## src/rtl/mem_bus_pkg.sv

```systemverilog
// Shared types and constants for the MEM-stage load responder and its bus side.
// The state encoding is visible on the debug port, so keep it stable.
package mem_bus_pkg;

    typedef enum logic [1:0] {
        IDLE = 2'd0,
        AR   = 2'd1,
        R    = 2'd2,
        RESP = 2'd3
    } state_e;

    localparam logic [2:0] ARSIZE_WORD = 3'b010;
    localparam logic [1:0] RESP_OKAY   = 2'b00;

    // Word alignment: the low WORD_LSB address bits are forced to zero on the bus.
    localparam int WORD_LSB = 2;

endpackage

```

## src/rtl/mem_load_responder_if.sv

```systemverilog
// MEM-stage load interface and single-beat AXI-style read channel interface.
// Both channels use valid/ready: a beat transfers on a rising clk edge where
// valid and ready are both high; once raised, valid and its payload hold until then.
interface mem_load_if #(
    parameter int ADDR_W = 32,
    parameter int DATA_W = 32
);
    logic              read_data_req;
    logic [ADDR_W-1:0] read_addr;
    logic              read_data_accept;
    logic              excp_flush;
    logic              ertn_flush;
    logic              read_data_out_req;
    logic [DATA_W-1:0] read_data;
    logic              read_err;

    // MEM stage side
    modport master (
        output read_data_req, read_addr, read_data_accept, excp_flush, ertn_flush,
        input  read_data_out_req, read_data, read_err
    );

    // Responder side
    modport slave (
        input  read_data_req, read_addr, read_data_accept, excp_flush, ertn_flush,
        output read_data_out_req, read_data, read_err
    );
endinterface

interface axi_rd_if #(
    parameter int ADDR_W = 32,
    parameter int DATA_W = 32
);
    logic              arvalid;
    logic              arready;
    logic [ADDR_W-1:0] araddr;
    logic [2:0]        arsize;
    logic              rvalid;
    logic              rready;
    logic [DATA_W-1:0] rdata;
    logic [1:0]        rresp;

    // Responder side issues the read
    modport master (
        output arvalid, araddr, arsize, rready,
        input  arready, rvalid, rdata, rresp
    );

    // Bus bridge side
    modport slave (
        input  arvalid, araddr, arsize, rready,
        output arready, rvalid, rdata, rresp
    );
endinterface

```

## src/rtl/mem_load_responder.sv

```systemverilog
// Turns MEM-stage load requests into single-beat reads, holds the returned word
// until MEM consumes it, and drains/discards beats killed by a pipeline flush.
module mem_load_responder
    import mem_bus_pkg::*;
#(
    parameter int ADDR_W = 32,
    parameter int DATA_W = 32
) (
    input  logic        clk,
    input  logic        resetn,
    mem_load_if.slave   mem,
    axi_rd_if.master    bus,
    output logic [31:0] load_cnt,
    output state_e      dbg_state_o
);

    state_e            state_q, state_d;
    logic              kill_q, kill_d;
    logic [ADDR_W-1:0] addr_q, addr_d;
    logic [DATA_W-1:0] data_q, data_d;
    logic              err_q, err_d;
    logic [31:0]       cnt_q, cnt_d;

    logic flush;
    logic abort;

    assign flush = mem.excp_flush | mem.ertn_flush;
    // While a read is in flight, losing the request is as fatal as a flush.
    assign abort = flush | ~mem.read_data_req;

    always_ff @(posedge clk or negedge resetn) begin
        if (!resetn) begin
            state_q <= IDLE;
            kill_q  <= 1'b0;
            addr_q  <= '0;
            data_q  <= '0;
            err_q   <= 1'b0;
            cnt_q   <= '0;
        end else begin
            state_q <= state_d;
            kill_q  <= kill_d;
            addr_q  <= addr_d;
            data_q  <= data_d;
            err_q   <= err_d;
            cnt_q   <= cnt_d;
        end
    end

    always_comb begin
        state_d = state_q;
        kill_d  = kill_q;
        addr_d  = addr_q;
        data_d  = data_q;
        err_d   = err_q;
        cnt_d   = cnt_q;

        case (state_q)
            IDLE: begin
                kill_d = 1'b0;
                if (mem.read_data_req && !flush) begin
                    addr_d  = {mem.read_addr[ADDR_W-1:WORD_LSB], {WORD_LSB{1'b0}}};
                    state_d = AR;
                end
            end

            // The address phase always completes; a kill only marks the beat.
            AR: begin
                if (abort) begin
                    kill_d = 1'b1;
                end
                if (bus.arready) begin
                    state_d = R;
                end
            end

            R: begin
                if (abort) begin
                    kill_d = 1'b1;
                end
                if (bus.rvalid) begin
                    if (kill_q || abort) begin
                        state_d = IDLE;
                        kill_d  = 1'b0;
                    end else begin
                        state_d = RESP;
                        data_d  = bus.rdata;
                        err_d   = (bus.rresp != RESP_OKAY);
                    end
                end
            end

            // Flush takes priority over accept so a flushed load is never counted.
            RESP: begin
                if (flush) begin
                    state_d = IDLE;
                    err_d   = 1'b0;
                end else if (mem.read_data_accept) begin
                    state_d = IDLE;
                    err_d   = 1'b0;
                    cnt_d   = cnt_q + 32'd1;
                end
            end

            default: begin
                state_d = IDLE;
                kill_d  = 1'b0;
            end
        endcase
    end

    assign bus.arvalid = (state_q == AR);
    assign bus.araddr  = addr_q;
    assign bus.arsize  = ARSIZE_WORD;
    assign bus.rready  = (state_q == R);

    assign mem.read_data_out_req = (state_q == RESP);
    assign mem.read_data         = data_q;
    assign mem.read_err          = err_q;

    assign load_cnt    = cnt_q;
    assign dbg_state_o = state_q;

endmodule

```

## src/flat_wrapper.sv

```systemverilog
// flat-port wrapper written by rule: the top's interface ports become plain ports
module mem_load_responder_flat import mem_bus_pkg::*;
#(
    parameter int ADDR_W = 32,
    parameter int DATA_W = 32
)
  (clk, resetn, load_cnt, dbg_state_o, mem_read_data_req, mem_read_addr, mem_read_data_accept, mem_excp_flush, mem_ertn_flush, mem_read_data_out_req, mem_read_data, mem_read_err, bus_arvalid, bus_araddr, bus_arsize, bus_rready, bus_arready, bus_rvalid, bus_rdata, bus_rresp);
  mem_load_if #(.ADDR_W(ADDR_W), .DATA_W(DATA_W)) mem_i ();
  axi_rd_if #(.ADDR_W(ADDR_W), .DATA_W(DATA_W)) bus_i ();
  input  logic clk;
  input  logic resetn;
  output logic [31:0] load_cnt;
  output state_e dbg_state_o;
  input wire logic [$bits(mem_i.read_data_req)-1:0] mem_read_data_req;
  input wire logic [$bits(mem_i.read_addr)-1:0] mem_read_addr;
  input wire logic [$bits(mem_i.read_data_accept)-1:0] mem_read_data_accept;
  input wire logic [$bits(mem_i.excp_flush)-1:0] mem_excp_flush;
  input wire logic [$bits(mem_i.ertn_flush)-1:0] mem_ertn_flush;
  output wire logic [$bits(mem_i.read_data_out_req)-1:0] mem_read_data_out_req;
  output wire logic [$bits(mem_i.read_data)-1:0] mem_read_data;
  output wire logic [$bits(mem_i.read_err)-1:0] mem_read_err;
  output wire logic [$bits(bus_i.arvalid)-1:0] bus_arvalid;
  output wire logic [$bits(bus_i.araddr)-1:0] bus_araddr;
  output wire logic [$bits(bus_i.arsize)-1:0] bus_arsize;
  output wire logic [$bits(bus_i.rready)-1:0] bus_rready;
  input wire logic [$bits(bus_i.arready)-1:0] bus_arready;
  input wire logic [$bits(bus_i.rvalid)-1:0] bus_rvalid;
  input wire logic [$bits(bus_i.rdata)-1:0] bus_rdata;
  input wire logic [$bits(bus_i.rresp)-1:0] bus_rresp;
  assign mem_i.read_data_req = mem_read_data_req;
  assign mem_i.read_addr = mem_read_addr;
  assign mem_i.read_data_accept = mem_read_data_accept;
  assign mem_i.excp_flush = mem_excp_flush;
  assign mem_i.ertn_flush = mem_ertn_flush;
  assign mem_read_data_out_req = mem_i.read_data_out_req;
  assign mem_read_data = mem_i.read_data;
  assign mem_read_err = mem_i.read_err;
  assign bus_arvalid = bus_i.arvalid;
  assign bus_araddr = bus_i.araddr;
  assign bus_arsize = bus_i.arsize;
  assign bus_rready = bus_i.rready;
  assign bus_i.arready = bus_arready;
  assign bus_i.rvalid = bus_rvalid;
  assign bus_i.rdata = bus_rdata;
  assign bus_i.rresp = bus_rresp;
  mem_load_responder #(.ADDR_W(ADDR_W), .DATA_W(DATA_W)) u_core (.clk(clk), .resetn(resetn), .mem(mem_i), .bus(bus_i), .load_cnt(load_cnt), .dbg_state_o(dbg_state_o));
endmodule
```

## config.mk

```make
export PLATFORM = sky130hd
export DESIGN_NAME = mem_load_responder_flat
export DESIGN_NICKNAME = d
export VERILOG_FILES = /design/src/rtl/mem_bus_pkg.sv /design/src/rtl/mem_load_responder_if.sv /design/src/rtl/mem_load_responder.sv /design/src/flat_wrapper.sv
export SDC_FILE = /design/constraint.sdc
export NUM_CORES = 1
export LEC_CHECK = 0
export CAP_MARGIN = 10
export CORE_AREA = 2 2 121 123
export DETAILED_ROUTE_END_ITERATION = 16
export DIE_AREA = 0 0 123 125
export GPL_ROUTABILITY_DRIVEN = 1
export MAX_ROUTING_LAYER = met4
export PLACE_DENSITY = 0.7
export SLEW_MARGIN = 40
export SYNTH_ARGS = -nofsm -noshare
export SYNTH_HDL_FRONTEND = slang
export SYNTH_SLANG_ARGS = --single-unit
```

## constraint.sdc

```tcl
create_clock -name clk -period 4.8 [get_ports clk]
set_input_delay 0.48 -clock clk [delete_from_list [all_inputs] [get_ports clk]]
set_output_delay 0.48 -clock clk [all_outputs]
set_load 0.01 [all_outputs]
```

==> results of run 1 <==
worst max-delay path by stage:
| stage | from | end |
|---|---|---|
| 6_report | mem_ertn_flush | u_core.bus.araddr[17]$_DFFE_PN0P_ |
| 2_1_floorplan | u_core.dbg_state_o[0]$_DFFE_PN0P_ | u_core.load_cnt[16]$_DFFE_PN0P_ |
| 4_1_cts | mem_ertn_flush | u_core.bus.araddr[17]$_DFFE_PN0P_ |
| 3_3_place_gp | mem_ertn_flush | u_core.bus.araddr[3]$_DFFE_PN0P_ |
| 3_5_place_dp | mem_ertn_flush | u_core.bus.araddr[17]$_DFFE_PN0P_ |
| 5_1_grt | mem_ertn_flush | u_core.bus.araddr[14]$_DFFE_PN0P_ |
placed cells by master (no fill, tap or decap):
cell,n
and2_1,3
and3_1,6
and4_1,4
buf_4,4
buf_6,1
bufinv_16,2
clkbuf_1,3
clkbuf_16,9
clkdlybuf4s50_1,170
clkinv_4,1
clkinvlp_4,1
conb_1,5
dfrtp_1,98
ha_1,7
inv_1,2
mux2_2,62
mux2i_1,2
nand2_1,17
nand2b_1,1
nand3_1,11
nand3b_1,1
nand4_1,13
nand4_2,2
nand4b_1,1
nand4bb_1,1
nor2_1,4
nor2_2,2
nor2b_1,2
nor3_1,4
nor3b_2,1
nor4_4,3
nor4b_1,1
o21a_1,1
o21ai_0,1
o22a_1,1
o2bb2ai_1,2
or3b_2,1
xnor2_1,26
xor2_1,5
area by class of cell:
class | count | area [µm²] | area share
clock inverters | 4 | 76.3 | 0.0120
inverters | 2 | 7.51 | 0.00118
repair buffers | 175 | 1740 | 0.273
multi-input cells | 190 | 1640 | 0.257
well taps | 184 | 230 | 0.0361
flip-flops and latches | 98 | 2450 | 0.384
clock buffers | 12 | 236 | 0.0370
power by group through the flow:
stage | Clock [mW] | Combinational, mW | Sequential (mW)
after floorplan | 0 | 0.360 | 1.41
after global placement | 0 | 1.23 | 1.28
after detailed placement | 0 | 1.25 | 1.29
after CTS | 0.783 | 1.25 | 1.28
after global routing | 0.818 | 1.32 | 1.31
final | 0.753 | 1.23 | 1.27
routing by layer:
| metal | global-route usage | wire, µm |
|---|---|---|
| met1 | 0.150 | 4100 |
| met2 | 0.216 | 4730 |
| met3 | 0.0411 | 752 |
| met4 | 0.0575 | 238 |
| met5 | - | 0 |
worst max-delay path, stage by stage:
cell             delay, ns
clkdlybuf4s50_1       0.49
nor3b_2               0.34
and2_1                0.50
buf_4                 0.38
mux2_2                0.38
sequential cells by signal, summed over array words and instances, names as in the netlist:
register              count
u_core.kill_q             1
u_core.mem.read_data     32
u_core.mem.read_err       1
u_core.dbg_state_o        2
u_core.bus.araddr        30
u_core.load_cnt          32
cell families (layout without fill, tap and decap cells):
group	Yosys count	in the layout	share of synthesized area
and+or+nand+nor	78	78	0.121
xor gates and xnor gates	31	31	0.0650
AOI/OAI and AO/OA	5	5	0.00929
buffers and inverters	16	193	0.0231
adders and majority gates	7	7	0.0210
muxes	64	64	0.172
other	2	5	0.00180
DFF	98	98	0.587
==> results.md, run 1 <==
- Status: finished, final reports clean
- Fin crit period: 2.34 ns
- Htree depth: 3
- Ys flop type: dfrtp_1
- Layout Utilization: 0.450
- Flop2flop setup slack: 2.58 ns
- Worst Setup Path Type: primary input to register
- PnR worst setup slack: 2.46 ns
- Worst Reg-to-Reg Cells: 5
- Final Power: 3.26 mW
- Vias/cell: 4.48
- Number of diodes: 0
- Setup TNS Final: 0 ns
- Area growth, synth to finish: 52.9%
- Post-synth EDFFs: 0
- Post-route cell area: 6380 µm²
- Placed cells: 648
- Ratio of cells with drive above 1 in the final layout: 0.185
- Largest area contributor in the synthesized netlist: dfrtp_1
- Mapped cell area: 4180 µm²
- CP Capture Type: register
- Placeable Area: 14,200 µm²
- Cell variety after synth: 34
- CTS Root Cell: clkbuf_16
- Final setup fails: 0
- Num CTS Buffers: 9
- Rel. slew slack: 0.639
- Initial drt markers: 62
- Finished Layout Cells: 665
- Detailed Routing Iterations Pass 1: 4
- Top-count cell post-synth: dfrtp_1
- RR Endpoint: u_core.load_cnt[16]$_DFFE_PN0P_
- Worst-Margin Slew: 0.541 ns
- Clock skew: ~0.0083 ns
- Clock Latency Late Sink: 0.34 ns
- Commonest cells post-synth: dfrtp_1, mux2_2, xnor2_1
- Max clock buf depth: 2
- Avg WL per Cell: 14.8 µm
- Die ar.: around 15,000 µm²
- Hold slack: 0.0990 ns
- First-pass GRT wire length: 15,500 µm
- Fin crit share: 0.487
- Top post-synthesis cells by area: dfrtp_1, mux2_2, xnor2_1, ha_1, nand4_1
- Cts repair resizes: 0
- Max Transition Viols Final: 0
- Reg power frac: 0.391
- Critical path startpoint category: primary input
- Hold buffer count at cts: 0
- Register area share after synthesis: 0.587
- Pre-CTS WS: 2.12 ns
- GRT Overall Usage: 0.133
- Post-CTS Setup Repair Bufs: 0
- Unrepaired setup endpoints after global routing: false
- Register bit total from synthesis: ~100
- Port Buf Inserts: 171
- Vias: 2,982
- Pin count of the biggest net entering global routing: 61
- # clock sinks: ~100
- Net count of the finished layout: 557
- WL final: 9810 µm
- Async SR Flop Fraction: 1.00
- I/O pin count: ~180
- Net Sw Frac: 0.276
- GP Congestion: 0.735
- Worst reg2reg startpoint: u_core.dbg_state_o[0]$_DFFE_PN0P_
- CP Max Fanout: 21
- PD cells: 510 nW/µm²
- CTS tree: done
- Initial Utilization: 0.294
- Int Power: 2.36 mW
- CP Data Required Time: 5.03 ns
- Number of max-cap violations: 0
- Synth Warn #: 0
- Worst EP arrival: 2.57 ns
- Highest clock rate: 427 MHz
- Row count: 44
- Initial antenna violation count: 0
- Die height: 125 µm
- Dpl hpwl: between 7000 and 8000 µm
- DRC Markers: 0
- Post-Synthesis Cells: 301
- Hold Path Class: primary input to asynchronous set/reset pin
- Vias in the first global route: roughly 3,100
- Synth Area per Inst: 13.9 µm²
- # fillers: 1,287
- Leak: 2.78 nW
- DP Area: just over 6000 µm²
- Worst vdd ir: 0.246 mV
- Width of the die: approximately 120 µm
- Congestion Overflow GR: 0
- Post-synth top area share: 0.587
- Clock power frac: 0.231
- Final ANT Viol Nets: 0
- Fin. Hold Viols: 0
- Combinational share of power: 0.378
- P_sw: 0.899 mW
- Clock transition at path regs: approximately 0.070 ns
Power figures use the tool's default switching activity.
==> inputs of run 2 (changes only) <==
PLACE_DENSITY = 0.72   (was 0.7)
clock period = 1.9 ns   (was 4.8 ns; I/O delays follow)
==> results.md, run 2 (synthesis results as in run 1) <==
- Post-route cell area: 6500 µm² (+1.8%)
- Number of max-cap violations: 0 (unchanged)
- DP Area: 6200 µm² (+2.4%)
- PnR worst setup slack: 0.0700 ns (-2.39 ns)
- Final ANT Viol Nets: 0 (unchanged)
- GRT Overall Usage: 0.142 (+0.00906)
- Crit. Startpoint: u_core.dbg_state_o[0]$_DFFE_PN0P_
- Metal1 wirelength: 4160 µm (+1.7%)
- RR Endpoint: u_core.load_cnt[22]$_DFFE_PN0P_
- Fin crit period: 1.83 ns
- GP Congestion: 0.798 (+8.6%)
- Met3 WL: 567 µm (-25%)
- Clock transition at path regs: 0.06 ns (about the same)
- Critical path startpoint category: register
- Width of the die: 123 µm (unchanged)
- # clock sinks: 98 (unchanged)
- Max clock buf depth: 2 (unchanged)
- Placed cells: 662 (+2.2%)
- Num CTS Buffers: 9 (unchanged)
- Cell count along the critical path: 3 (-2)
- Critical Path Slowest Stage Cell: clkdlybuf4s50_1
- Ratio of cells with drive above 1 in the final layout: 0.209 (+0.0235)
- Vias in the first global route: 3,324 (+8.6%)
- Detailed Routing Iterations Pass 1: 4 (unchanged)
- Net count of the finished layout: 571 (+2.5%)
- Worst Setup Path Type: register to output port
- Clock Latency Late Sink: 0.34 ns (about the same)
- CP Buf/Inv Count: 2 (unchanged)
- Final setup fails: 0 (unchanged)
- DRC Markers: 0 (unchanged)
- WL final: 10,300 µm (+5.4%)
- Final Power: 8.15 mW (+150%)
- Initial antenna violation count: 0 (unchanged)
- Top layer in use: met4
- First-pass GRT wire length: 16,600 µm (+6.8%)
- Worst vdd ir: 0.369 mV (+50%)
- Critical Path End: mem_read_data_out_req
- Placeable Area: 14,200 µm² (unchanged)
- CP max stage delay: 0.48 ns (-0.02 ns)
- Avg WL per Cell: 15.2 µm (+3.4%)
- PD cells: 1250 nW/µm² (+150%)
- Max Transition Viols Final: 0 (unchanged)
- Met2 wire len: 5420 µm (+15%)
- Most frequent cells in the layout: clkdlybuf4s50_1, dfrtp_1, mux2_2
- Port Buf Inserts: 171 (unchanged)
- Dpl hpwl: 7610 µm (+3.0%)
- Finished Layout Cells: 678 (+2.0%)
- Setup TNS Final: 0 ns (unchanged)
- Fin crit share: 0.963
- Htree depth: 3 (unchanged)
- CP Capture Type: output port
- Most common cell after layout, fill and taps aside: clkdlybuf4s50_1
- Vias/cell: 4.50 (+0.42%)
- Clock skew: 0.00573 ns (-0.00259 ns)
- Unrepaired setup endpoints after global routing: false
- Number of diodes: 0 (unchanged)
- Initial drt markers: 130 (+110%)
- Row count: 44 (unchanged)
- Hold slack: 0.330 ns (+0.231 ns)
- Worst EP arrival: 1.64 ns (-0.93 ns)
- Die ar.: 15,400 µm² (unchanged)
- CTS tree: done
- I/O pin count: 179 (unchanged)
- Flop2flop setup slack: 0.14 ns (-2.44 ns)
- Status: finished, final reports clean
- Pin count of the biggest net entering global routing: 54 (-11%)
- Leak: 2.86 nW (+3.0%)
- CP Data Required Time: 1.71 ns (-3.32 ns)
- Fin. Hold Viols: 0 (unchanged)
- Worst reg2reg startpoint: u_core.dbg_state_o[0]$_DFFE_PN0P_
- # fillers: 1,272 (-1.2%)
- CP Max Fanout: 6 (-71%)
- CP Cell Sequence: ha_1 -> buf_4 -> clkdlybuf4s50_1
- Top delay family on crit path: buffers and inverters
- Die height: 125 µm (unchanged)
- Congestion Overflow GR: 0 (unchanged)
- CTS Root Cell: clkbuf_16
- Area growth, synth to finish: 55.6%
- Vias: 3,053 (+2.4%)
- Initial Utilization: 0.294 (unchanged)
- Layout Utilization: 0.458 (+0.00802)
- Worst Reg-to-Reg Cells: 8 (+3)
- Post-CTS Setup Repair Bufs: 0 (unchanged)
- Highest clock rate: 546 MHz
- Hold Path Class: primary input to asynchronous set/reset pin
- Pre-CTS WS: -0.0352 ns (-2.15 ns)
## run 2: cell count changes in the layout (fill, tap and decap cells not counted), sizes merged
cell | before | now
buf | 5 | 18
bufinv | 2 | 1
clkdlybuf4s50 | 170 | 168
clkinv | 1 | 2
clkinvlp | 1 | 0
dlygate4sd2 | 0 | 2
dlygate4sd3 | 0 | 1
## run 2: power breakdown
part           internal (mW)  switching, mW
clock network           1.05          0.735
logic                   2.02           1.15
registers               2.82          0.388
## run 2: layer usage
| metal | vias to the layer above | GRT usage |
|---|---|---|
| met5 | - | - |
| met3 | 12 | 0.0287 |
| li1 | 1422 | - |
| met4 | 0 | 0.0622 |
| met2 | 103 | 0.249 |
| met1 | 1516 | 0.154 |
## run 2: final cells by class
class / count / area, µm² / area share
multi-input cells: 190 / 1640 / 0.252
inverters: 2 / 7.51 / 0.00116
well taps: 184 / 230 / 0.0354
repair buffers: 189 / 1880 / 0.290
clock inverters: 3 / 40.0 / 0.00616
flip-flops and latches: 98 / 2450 / 0.378
clock buffers: 12 / 246 / 0.0379
## run 2: what timing repair did
item	4_1_cts	5_1_grt
pin swaps	0	1
endpoints found under the setup margin	2	18
hold buffers	1	0
gates resized for setup	2	1
endpoints found under the hold margin	28	0
## run 2: worst reg2reg max path, cell delays in order, from the launching register on
cell and delay (ns):
dfrtp_2 0.41, ha_1 0.20, nand4bb_1 0.13, buf_4 0.19
buf_4 0.16, nor2_2 0.09, buf_4 0.17, nand4_1 0.14
xnor2_1 0.16
## run 2: how the worst min path moves through the flow
stage | end | slack (ns)
5_1_grt | u_core.load_cnt[13]$_DFFE_PN0P_ | 0.37
4_1_cts | u_core.load_cnt[10]$_DFFE_PN0P_ | 0.35
6_report | u_core.load_cnt[10]$_DFFE_PN0P_ | 0.33
3_5_place_dp | u_core.load_cnt[9]$_DFFE_PN0P_ | 0.15
3_3_place_gp | u_core.load_cnt[8]$_DFFE_PN0P_ | 0.14
2_1_floorplan | u_core.bus.araddr[10]$_DFFE_PN0P_ | -0.11
